**config.mk**
```make
export PLATFORM = sky130hd
export DESIGN_NAME = ps2_command_parser
export DESIGN_NICKNAME = d
export VERILOG_FILES = /design/src/rtl/ps2_command_parser.sv
export SDC_FILE = /design/constraint.sdc
export NUM_CORES = 1
export LEC_CHECK = 0
export ABC_CLOCK_PERIOD_IN_PS = 7800
export BUFFER_PORTS_ARGS = -buffer_cell sky130_fd_sc_hd__buf_2
export CAP_MARGIN = 20
export CORE_ASPECT_RATIO = 1.1
export CORE_MARGIN = 2
export CORE_UTILIZATION = 40
export CTS_CLUSTER_SIZE = 40
export DETAILED_ROUTE_END_ITERATION = 12
export GPL_TIMING_DRIVEN = 0
export PLACE_DENSITY_LB_ADDON = 0.2
export SLEW_MARGIN = 20
export SYNTH_ARGS = -nofsm -noshare
export SYNTH_HDL_FRONTEND = slang
export SYNTH_SLANG_ARGS = --single-unit
```
**constraint.sdc**
```tcl
create_clock -name clock -period 7.8 [get_ports clock]
set_input_delay 0.39 -clock clock [delete_from_list [all_inputs] [get_ports clock]]
set_output_delay 0.39 -clock clock [all_outputs]
set_load 0.005 [all_outputs]
```
**src/rtl/ps2_command_parser.sv**
```systemverilog
// Line editor and command decoder for the PS/2 ASCII stream.
// It collects a line, publishes a snapshot on Enter, parses A/V/F/R commands and drives angle/velocity/fire.
module ps2_command_parser #(
  parameter int LINE_CHARS = 32,
  parameter int ANGLE_MAX  = 180,
  parameter int VEL_MAX    = 100,
  parameter int FIRE_HOLD  = 50000000
) (
  input  logic                    clock,
  input  logic                    resetn,
  input  logic [7:0]              char_in,
  input  logic                    char_valid,
  output logic [8*LINE_CHARS-1:0] line_content,
  output logic                    line_ready,
  output logic [31:0]             angle,
  output logic [31:0]             velocity,
  output logic                    fire,
  output logic                    sys_reset,
  output logic                    cmd_error
);
  localparam int CW = $clog2(LINE_CHARS + 1);
  localparam int IW = $clog2(LINE_CHARS);
  localparam int FW = $clog2(FIRE_HOLD + 1);
  localparam logic [CW-1:0] COUNT_FULL = CW'(LINE_CHARS);
  localparam logic [19:0]   ANGLE_LIM  = 20'(ANGLE_MAX);
  localparam logic [19:0]   VEL_LIM    = 20'(VEL_MAX);
  localparam logic [FW-1:0] FIRE_LOAD  = FW'(FIRE_HOLD);

  typedef enum logic [1:0] {COLLECT, PARSE, APPLY} state_e;
  typedef enum logic [2:0] {OP_NONE, OP_A, OP_V, OP_F, OP_R} op_e;
  typedef enum logic [1:0] {PH_SKIP, PH_DIGITS, PH_TRAIL} phase_e;

  state_e                     state_q, state_d;
  op_e                        op_q, op_d;
  phase_e                     phase_q, phase_d;
  logic [LINE_CHARS-1:0][7:0] text_q, text_d, line_q, line_d;
  logic [CW-1:0]              count_q, count_d, idx_q, idx_d;
  logic                       overflow_q, overflow_d, err_q, err_d;
  logic [15:0]                acc_q, acc_d, angle_q, angle_d, velocity_q, velocity_d;
  logic [FW-1:0]              fire_cnt_q, fire_cnt_d;
  logic                       fire_q, fire_d, line_ready_q, line_ready_d;
  logic                       sys_reset_q, sys_reset_d, cmd_error_q, cmd_error_d;

  logic [7:0]  scan_ch;
  logic        is_digit, is_space;
  logic [19:0] acc_ext, lim;

  always_comb begin
    scan_ch  = text_q[idx_q[IW-1:0]];
    is_digit = (scan_ch >= 8'h30) && (scan_ch <= 8'h39);
    is_space = (scan_ch == 8'h20);
    lim      = (op_q == OP_A) ? ANGLE_LIM : VEL_LIM;
    acc_ext  = 20'(acc_q) * 20'd10 + 20'(scan_ch[3:0]);

    // NOTE: every signal gets a default before the case so no path leaves it unassigned (no latches).
    state_d      = state_q;
    op_d         = op_q;
    phase_d      = phase_q;
    text_d       = text_q;
    line_d       = line_q;
    count_d      = count_q;
    idx_d        = idx_q;
    overflow_d   = overflow_q;
    err_d        = err_q;
    acc_d        = acc_q;
    angle_d      = angle_q;
    velocity_d   = velocity_q;
    line_ready_d = 1'b0;
    sys_reset_d  = 1'b0;
    cmd_error_d  = 1'b0;
    fire_cnt_d   = (fire_cnt_q != '0) ? fire_cnt_q - FW'(1) : fire_cnt_q;

    case (state_q)
      COLLECT: begin
        if (char_valid) begin
          if (char_in == 8'h0D) begin
            state_d = PARSE;
            idx_d   = '0;
            op_d    = OP_NONE;
            phase_d = PH_SKIP;
            acc_d   = '0;
            err_d   = overflow_q;
          end else if (char_in == 8'h08) begin
            if (count_q != '0) begin
              text_d[IW'(count_q - CW'(1))] = 8'h00;
              count_d = count_q - CW'(1);
            end
          end else if ((char_in >= 8'h20) && (char_in <= 8'h7E)) begin
            if (count_q < COUNT_FULL) begin
              text_d[count_q[IW-1:0]] = char_in;
              count_d = count_q + CW'(1);
            end else begin
              overflow_d = 1'b1;
            end
          end
        end
      end

      PARSE: begin
        // The first PARSE cycle publishes the snapshot, whatever the line length.
        if (idx_q == '0) begin
          line_ready_d = 1'b1;
          line_d       = text_q;
        end
        if (idx_q == count_q) begin
          state_d = APPLY;
          if (((op_q == OP_A) || (op_q == OP_V)) && (phase_q == PH_SKIP)) err_d = 1'b1;
        end else begin
          idx_d = idx_q + CW'(1);
          if (idx_q == '0) begin
            case (scan_ch)
              8'h41, 8'h61: begin op_d = OP_A; phase_d = PH_SKIP;  end
              8'h56, 8'h76: begin op_d = OP_V; phase_d = PH_SKIP;  end
              8'h46, 8'h66: begin op_d = OP_F; phase_d = PH_TRAIL; end
              8'h52, 8'h72: begin op_d = OP_R; phase_d = PH_TRAIL; end
              default:      err_d = 1'b1;
            endcase
          end else begin
            case (phase_q)
              PH_SKIP, PH_DIGITS: begin
                if (is_digit) begin
                  phase_d = PH_DIGITS;
                  acc_d   = acc_ext[15:0];
                  if (acc_ext > lim) err_d = 1'b1;
                end else if (is_space) begin
                  if (phase_q == PH_DIGITS) phase_d = PH_TRAIL;
                end else begin
                  err_d = 1'b1;
                end
              end
              default: if (!is_space) err_d = 1'b1;
            endcase
          end
        end
      end

      APPLY: begin
        if (count_q != '0) begin
          if (err_q) begin
            cmd_error_d = 1'b1;
          end else begin
            case (op_q)
              OP_A:    angle_d    = acc_q;
              OP_V:    velocity_d = acc_q;
              OP_F:    if (!fire_q) fire_cnt_d = FIRE_LOAD;
              OP_R:    sys_reset_d = 1'b1;
              default: ;
            endcase
          end
        end
        text_d     = '0;
        count_d    = '0;
        overflow_d = 1'b0;
        state_d    = COLLECT;
      end

      default: state_d = COLLECT;
    endcase

    fire_d = (fire_cnt_d != '0);
  end

  // NOTE: state uses non-blocking assignments; the line buffer is reset too because its zero fill is visible in the snapshot.
  always_ff @(posedge clock or negedge resetn) begin
    if (!resetn) begin
      state_q      <= COLLECT;
      op_q         <= OP_NONE;
      phase_q      <= PH_SKIP;
      text_q       <= '0;
      line_q       <= '0;
      count_q      <= '0;
      idx_q        <= '0;
      overflow_q   <= 1'b0;
      err_q        <= 1'b0;
      acc_q        <= '0;
      angle_q      <= '0;
      velocity_q   <= '0;
      fire_cnt_q   <= '0;
      fire_q       <= 1'b0;
      line_ready_q <= 1'b0;
      sys_reset_q  <= 1'b0;
      cmd_error_q  <= 1'b0;
    end else begin
      state_q      <= state_d;
      op_q         <= op_d;
      phase_q      <= phase_d;
      text_q       <= text_d;
      line_q       <= line_d;
      count_q      <= count_d;
      idx_q        <= idx_d;
      overflow_q   <= overflow_d;
      err_q        <= err_d;
      acc_q        <= acc_d;
      angle_q      <= angle_d;
      velocity_q   <= velocity_d;
      fire_cnt_q   <= fire_cnt_d;
      fire_q       <= fire_d;
      line_ready_q <= line_ready_d;
      sys_reset_q  <= sys_reset_d;
      cmd_error_q  <= cmd_error_d;
    end
  end

  assign line_content = line_q;
  assign line_ready   = line_ready_q;
  assign angle        = 32'(angle_q);
  assign velocity     = 32'(velocity_q);
  assign fire         = fire_q;
  assign sys_reset    = sys_reset_q;
  assign cmd_error    = cmd_error_q;
endmodule

```
==> results.py, run 1 <==
metrics = {
    "placement": {
        "dpl_cell_area_sq_um": 31400,
        "hpwl_um": 73200,
        "io_buffers": 299,
        "globalplace.congestion": 0.961,
    },
    "clock_tree": {
        "cts_tree": "done",
        "cts.sinks": 611,
        "cts_setup_buffers": 0,
        "clk_path_buf_depth": 3,
        "cts_buffers": 68,
        "htree_levels": 3,
        "clock_latency_ns": 0.64,
        "root_buffer": "clkbuf_16",
        "cts.clk_slew.worst_paths_ns": 0.05,
    },
    "timing": {
        "max_freq_mhz": 177,
        "setup_violations": 0,
        "slew_violations": 0,
        "period_needed_ns": 5.64,
        "finClkSkew_ns": 0.0396,
        "relSlewSlack_pct": 21.1,
        "min_period_over_period_pct": 72.3,
        "rsz0062_at_grt": "no",
        "report.final.hold_viol_count": 0,
        "tightestPinTransition_ns": 1.18,
    },
    "critical_path": {
        "worstSetupStartpointType": "flip-flop",
        "critical_path.max_stage_delay_ns": 0.91,
        "crit_fanout": 10,
        "crit_path_cell_trace": "buf_4 > clkbuf_1 > mux4_2 > a22oi_2 > nand3_1 > o2bb2ai_2 > inv_1 > ha_1 > a21oi_1 > nor2_1 > and2_1 > xor2_1 > ha_1 > inv_1 > nor2_1 > nand4_1 > nor4_1 > o2111ai_1 > nor4b_1 > a31oi_1",
        "path_class": "reg -> reg",
        "required_ns": 8.29,
        "worstPathArrival_ns": 6.13,
        "slowest_stage": "clkbuf_1",
        "cp-end-kind": "flip-flop",
    },
    "global_route": {
        "grt_pass1_wl_um": 150000,
        "track_usage_pct": 27.1,
        "grt_max_degree": 95,
        "grt-ovfl-total": 0,
        "antenna_found_initial": 4,
        "grt_pass1_vias": 23300,
    },
    "layout": {
        "drive_above_1_share_pct": 17.4,
        "register_area_sq_um": 15300,
        "fin_util_pct": 47.9,
        "fillCellCount": 6733,
        "nets": 3332,
        "area_growth_syn_to_layout_pct": 18.6,
        "design_area_sq_um": 33600,
        "multiInputGateArea_sq_um": 12100,
    },
    "die": {
        "core_area_sq_um": 70300,
        "row_count": 102,
        "start_util_pct": 40.3,
        "die_w_um": 258,
        "die_h_um": 283,
        "die_area_sq_um": 73100,
        "ioPinCount": 335,
    },
    "synthesis": {
        "synth.most_common_cell": "nand2_1",
        "synth_edf_count": 0,
        "synth_top_area_cell": "dfrtp_1",
        "syn_inst": 2868,
        "ys_seq_area_share_pct": 53.9,
        "synth_seq_cells": 611,
        "synth_ff_type": "dfrtp_1",
        "synth_common_cells": "988 x nand2_1, 611 x dfrtp_1, 151 x o21ai_0, 114 x a22o_1",
        "synth_area_leaders": "dfrtp_1 54%, nand2_1 13%, a22o_1 3.5%",
        "syn_area_sq_um": 28400,
        "yosys.area.top_type_share_pct": 53.9,
        "syn_avg_cell_area_sq_um": 9.89,
        "async_reset_ff_share_pct": 100,
        "synthDistinctLibCells": 97,
        "yosys_warnings": 0,
    },
    "route": {
        "drtIter0Drc": 1990,
        "ant_nets": 0,
        "dr_total_vias": 23400,
        "wl_per_cell_um": 23.2,
        "drc_errors": 0,
        "drtPass1Iterations": 5,
        "wl_um": 99000,
        "vias_per_cell": 5.49,
    },
    "pwr": {
        "p_per_area_nw_per_um2": 283,
        "peakVddDrop_mv": 0.176,
        "p_leak_nw": 17.6,
    },
    "flow_run": {
        "drv_cap": 0,
    },
    "outcome": {
        "run_status": "finished clean",
    },
    "min_path": {
        "hold_path_class": "in -> reg",
    },
}
==> metal layers <==
metal | GRT usage (%) | wire length, um | up-vias
met5 | 0 | 0 | -
met4 | 11.2 | 4080 | 0
met3 | 4.73 | 6550 | 211
met2 | 44.6 | 47500 | 917
met1 | 35.3 | 40800 | 11700
li1 | - | - | 10600
==> cells by family (layout without fill, tap and decap cells) <==
family | Yosys count | in the layout | share of synthesized area, %
AOI/OAI and AO/OA | 476 | 476 | 11.8
DFF | 611 | 611 | 53.9
adders and majority gates | 45 | 45 | 2.04
muxes | 136 | 136 | 6.71
xor gates and xnor gates | 54 | 54 | 1.67
buffers and inverters | 216 | 645 | 3.84
other | 1 | 33 | 0.0132
and+or+nand+nor | 1329 | 1329 | 20.0
==> where the power goes <==
part | leakage (nW) | switching [mW] | internal [mW] | total (mW)
logic | 8.07 | 1.65 | 0.886 | 2.54
clock network | 1.11 | 1.35 | 1.91 | 3.26
registers | 8.41 | 0.289 | 3.44 | 3.73
==> metrics by stage <==
| step | cells | setup WS, ns | power (mW) | hold slack [ns] | TNS (ns) |
|---|---|---|---|---|---|
| floorplan | 2899 | 3.73 | 5.30 | 0.0944 | 0 |
| global placement | 4134 | -6.91 | 6.22 | 0.456 | -4162.20 |
| detailed placement | 4141 | 2.26 | 6.25 | 0.303 | 0 |
| CTS | 4264 | 2.18 | 9.52 | 0.174 | 0 |
| global route | 4265 | 1.84 | 9.91 | 0.242 | 0 |
| finish | 4265 | 2.16 | 9.52 | 0.211 | 0 |
==> path summary, 6_finish.rpt <==
kind / start / endpoint / slack, ns / depth (start not counted)
max in group asynchronous: resetn / line_content[185] / 5.86 / 5
min reg2reg: line_content[74] / line_content[74] / 0.47 / 2
max reg2reg: idx_q[1] / err_q / 2.16 / 20
min in group asynchronous: resetn / velocity_q[9] / 0.26 / 2
max: idx_q[1] / err_q / 2.16 / 20
min: char_valid / idx_q[4] / 0.21 / 4
==> final cells by class <==
| class | count | share of cell area (%) |
|---|---|---|
| Inverter | 36 | 0.402 |
| Sequential cell | 611 | 45.4 |
| Antenna cell | 1 | 0.00744 |
| Multi-Input combinational cell | 2072 | 36.1 |
| Tap cell | 936 | 3.48 |
| Clock inverter | 22 | 0.677 |
| Clock buffer | 100 | 6.02 |
| Timing Repair Buffer | 307 | 5.08 |
| Buffer | 180 | 2.84 |
==> worst max-delay path: cells and delay by family, from the launching register on <==
kind	cells	cell delay, ns
buffers and inverters	4	1.34
adder cells (fa/ha/maj)	2	0.67
AND/OR/NAND/NOR	7	1.28
AO/OA/AOI/OAI	5	1.16
flip-flops	1	0.37
multiplexers	1	0.48
XOR/XNOR	1	0.20
==> cell usage in the layout (no fill, tap or decap), types with 32 or more instances in the layout <==
master | netlist | layout
dfrtp_1 | 611 | 611
nand3_1 | 41 | 41
clkbuf_16 | 0 | 70
conb_1 | 1 | 32
a22o_1 | 114 | 114
inv_1 | 35 | 35
o21ai_0 | 151 | 151
clkbuf_1 | 112 | 125
and2_1 | 40 | 40
mux2i_1 | 63 | 63
ha_1 | 43 | 43
nor2_1 | 112 | 111
a21oi_1 | 41 | 41
xnor2_1 | 37 | 37
mux2_2 | 33 | 33
buf_2 | 7 | 305
nand2_1 | 988 | 988
buf_4 | 34 | 34
==> registers in the layout (all words and copies together), names as in the netlist <==
register      flops
line_content    256
text_q          256
fire_cnt_q       26
acc_q            16
angle_q          16
velocity_q       16
count_q           6
idx_q             6
op_q              3
phase_q           2
state_q           2
cmd_error         1
err_q             1
fire              1
line_ready        1
overflow_q        1
sys_reset         1
==> what timing repair did <==
item                                   4_1_cts  5_1_grt
endpoints found under the hold margin       39        0
hold buffers                                 1        0
resized for setup                            0        0
(Power assumes the default switching activity.)
==> run 2: changes to the inputs <==
--- a/config.mk
+++ b/config.mk
@@ -5,7 +5,7 @@
 export SDC_FILE = /design/constraint.sdc
 export NUM_CORES = 1
 export LEC_CHECK = 0
-export ABC_CLOCK_PERIOD_IN_PS = 7800
+export ABC_CLOCK_PERIOD_IN_PS = 4590
 export BUFFER_PORTS_ARGS = -buffer_cell sky130_fd_sc_hd__buf_2
 export CAP_MARGIN = 20
 export CORE_ASPECT_RATIO = 1.1
==> constraint.sdc (replaced) <==
create_clock -name clock -period 4.59 [get_ports clock]
set_input_delay 0.2295 -clock clock [delete_from_list [all_inputs] [get_ports clock]]
set_output_delay 0.2295 -clock clock [all_outputs]
set_load 0.005 [all_outputs]
==> results.py, run 2 (synthesis gave the netlist of run 1 again) <==
metrics = {
    "clock_tree": {
        "clk_path_buf_depth": 3,
        "cts_tree": "done",
        "root_buffer": "clkbuf_16",
        "clock_latency_ns": 0.64,
        "htree_levels": 3,
        "cts.clk_slew.worst_paths_ns": 0.05,
        "cts_buffers": 68,
        "cts.sinks": 611,
    },
    "global_route": {
        "track_usage_pct": 27.2,
        "antenna_found_initial": 4,
        "grt_pass1_vias": 23500,
        "grt_max_degree": 95,
        "grt-ovfl-total": 0,
        "grt_pass1_wl_um": 150000,
    },
    "timing": {
        "relSlewSlack_pct": 20.7,
        "max_freq_mhz": 217,
        "rsz0062_at_grt": "yes",
        "report.final.hold_viol_count": 0,
        "period_needed_ns": 4.62,
        "setup_violations": 1,
        "min_period_over_period_pct": 101,
        "slew_violations": 0,
        "tightestPinTransition_ns": 1.18,
        "finClkSkew_ns": 0.0384,
        "setup_ws_ns": -0.0254,
    },
    "layout": {
        "area_growth_syn_to_layout_pct": 20.4,
        "final_cell_mix": "988 x nand2_1, 611 x dfrtp_1, 304 x buf_2, 150 x o21ai_0, 121 x clkbuf_1",
        "layout.cells.non_filler": 4292,
        "nets": 3359,
        "fillCellCount": 6699,
        "fin_util_pct": 48.5,
        "final_common_cell": "nand2_1",
        "drive_above_1_share_pct": 19.0,
    },
    "placement": {
        "hpwl_um": 73200,
        "dpl_worst_slack_ns": -0.954,
        "io_buffers": 299,
        "globalplace.congestion": 0.961,
        "place_inst": 4141,
    },
    "die": {
        "die_area_sq_um": 73100,
        "ioPinCount": 335,
        "core_area_sq_um": 70300,
        "die_h_um": 283,
        "row_count": 102,
        "die_w_um": 258,
        "start_util_pct": 40.3,
    },
    "outcome": {
        "run_status": "complete, but fails checks",
        "violations": "negative setup slack",
    },
    "critical_path": {
        "required_ns": 5.12,
        "cp-end-kind": "flip-flop",
        "worstSetupStartpointType": "flip-flop",
        "r2r_slack_ns": -0.03,
        "path_class": "reg -> reg",
        "crit_fanout": 10,
        "worstPathArrival_ns": 5.15,
    },
    "route": {
        "drtPass1Iterations": 5,
        "drtIter0Drc": 2057,
        "vias_per_cell": 5.46,
        "dr_total_vias": 23400,
        "ant_nets": 0,
        "drc_errors": 0,
        "wl_per_cell_um": 23.2,
        "wl_um": 99600,
    },
    "flow_run": {
        "drv_cap": 0,
    },
    "min_path": {
        "hold_path_class": "in -> reg",
    },
    "pwr": {
        "p_per_area_nw_per_um2": 489,
        "peakVddDrop_mv": 0.300,
        "p_leak_nw": 17.8,
        "finalPower_mw": 16.7,
    },
}
[run 2: final timing paths]
check	start	end	cells after the start
worst min register to register	line_content[74]	line_content[74]	2
worst max-delay path	idx_q[0]	err_q	22
max in group asynchronous	resetn	line_content[185]	5
min in group asynchronous	resetn	velocity_q[9]	2
worst min-delay path	char_valid	idx_q[4]	4
worst max register to register	idx_q[0]	err_q	22
[run 2: timing repair]
action,4_1_cts,5_1_grt
endpoints found under the hold margin,185,0
resized for setup,42,18
hold buffers,1,0
setup endpoints to repair,7,6
pin swaps,13,8
buffers inserted,17,10
[run 2: power breakdown]
group / leakage (nW) / internal, mW / switching [mW] / total [mW]
Sequential: 8.41 / 5.84 / 0.501 / 6.34
Clock: 1.11 / 3.24 / 2.29 / 5.54
Combinational: 8.26 / 1.83 / 2.97 / 4.81
[run 2: metal layers]
| layer | track usage, % | up-vias | share of wire, % |
|---|---|---|---|
| li1 | - | 10700 | - |
| met2 | 44.8 | 895 | 48 |
| met4 | 11.4 | 0 | 3.9 |
| met5 | 0 | - | 0 |
| met3 | 5.01 | 194 | 6.7 |
| met1 | 35.4 | 11700 | 41 |
[run 2: area by class of cell]
class                           count  area, sq um  area share [%]
Antenna cell                        1         2.50         0.00733
Buffer                            180         1040            3.03
Clock buffer                      100         2020            5.93
Clock inverter                     22          228           0.667
Inverter                           36          135           0.396
Multi-Input combinational cell   2072        12300            36.1
Sequential cell                   611        15300            44.8
Tap cell                          936         1170            3.43
Timing Repair Buffer              334         1920            5.64
[run 2: through the flow]
step	hold WS (ns)	TNS [ns]	cell area, sq um
floorplan	-0.0661	0	28500
global placement	0.456	-6028.59	31100
detailed placement	0.142	-2.86	31400
CTS	0.0135	-0.127	34000
global route	0.0823	-0.137	34100
finish	0.0581	-0.0254	34100
[run 2: critical path, stage by stage, from the launching register on]
cell and delay (ns):
dfrtp_1 0.41, buf_12 0.17, buf_12 0.14, buf_16 0.19
mux4_2 0.57, a22oi_2 0.18, nand3_2 0.19, o2bb2ai_4 0.22
inv_1 0.07, ha_2 0.38, a21oi_4 0.08, buf_4 0.14
buf_4 0.12, buf_4 0.12, buf_4 0.12, buf_4 0.13
nor2b_1 0.12, xnor2_1 0.12, o31a_1 0.29, o21ba_2 0.21
o2111ai_2 0.23, nor4b_2 0.07, a31oi_1 0.20
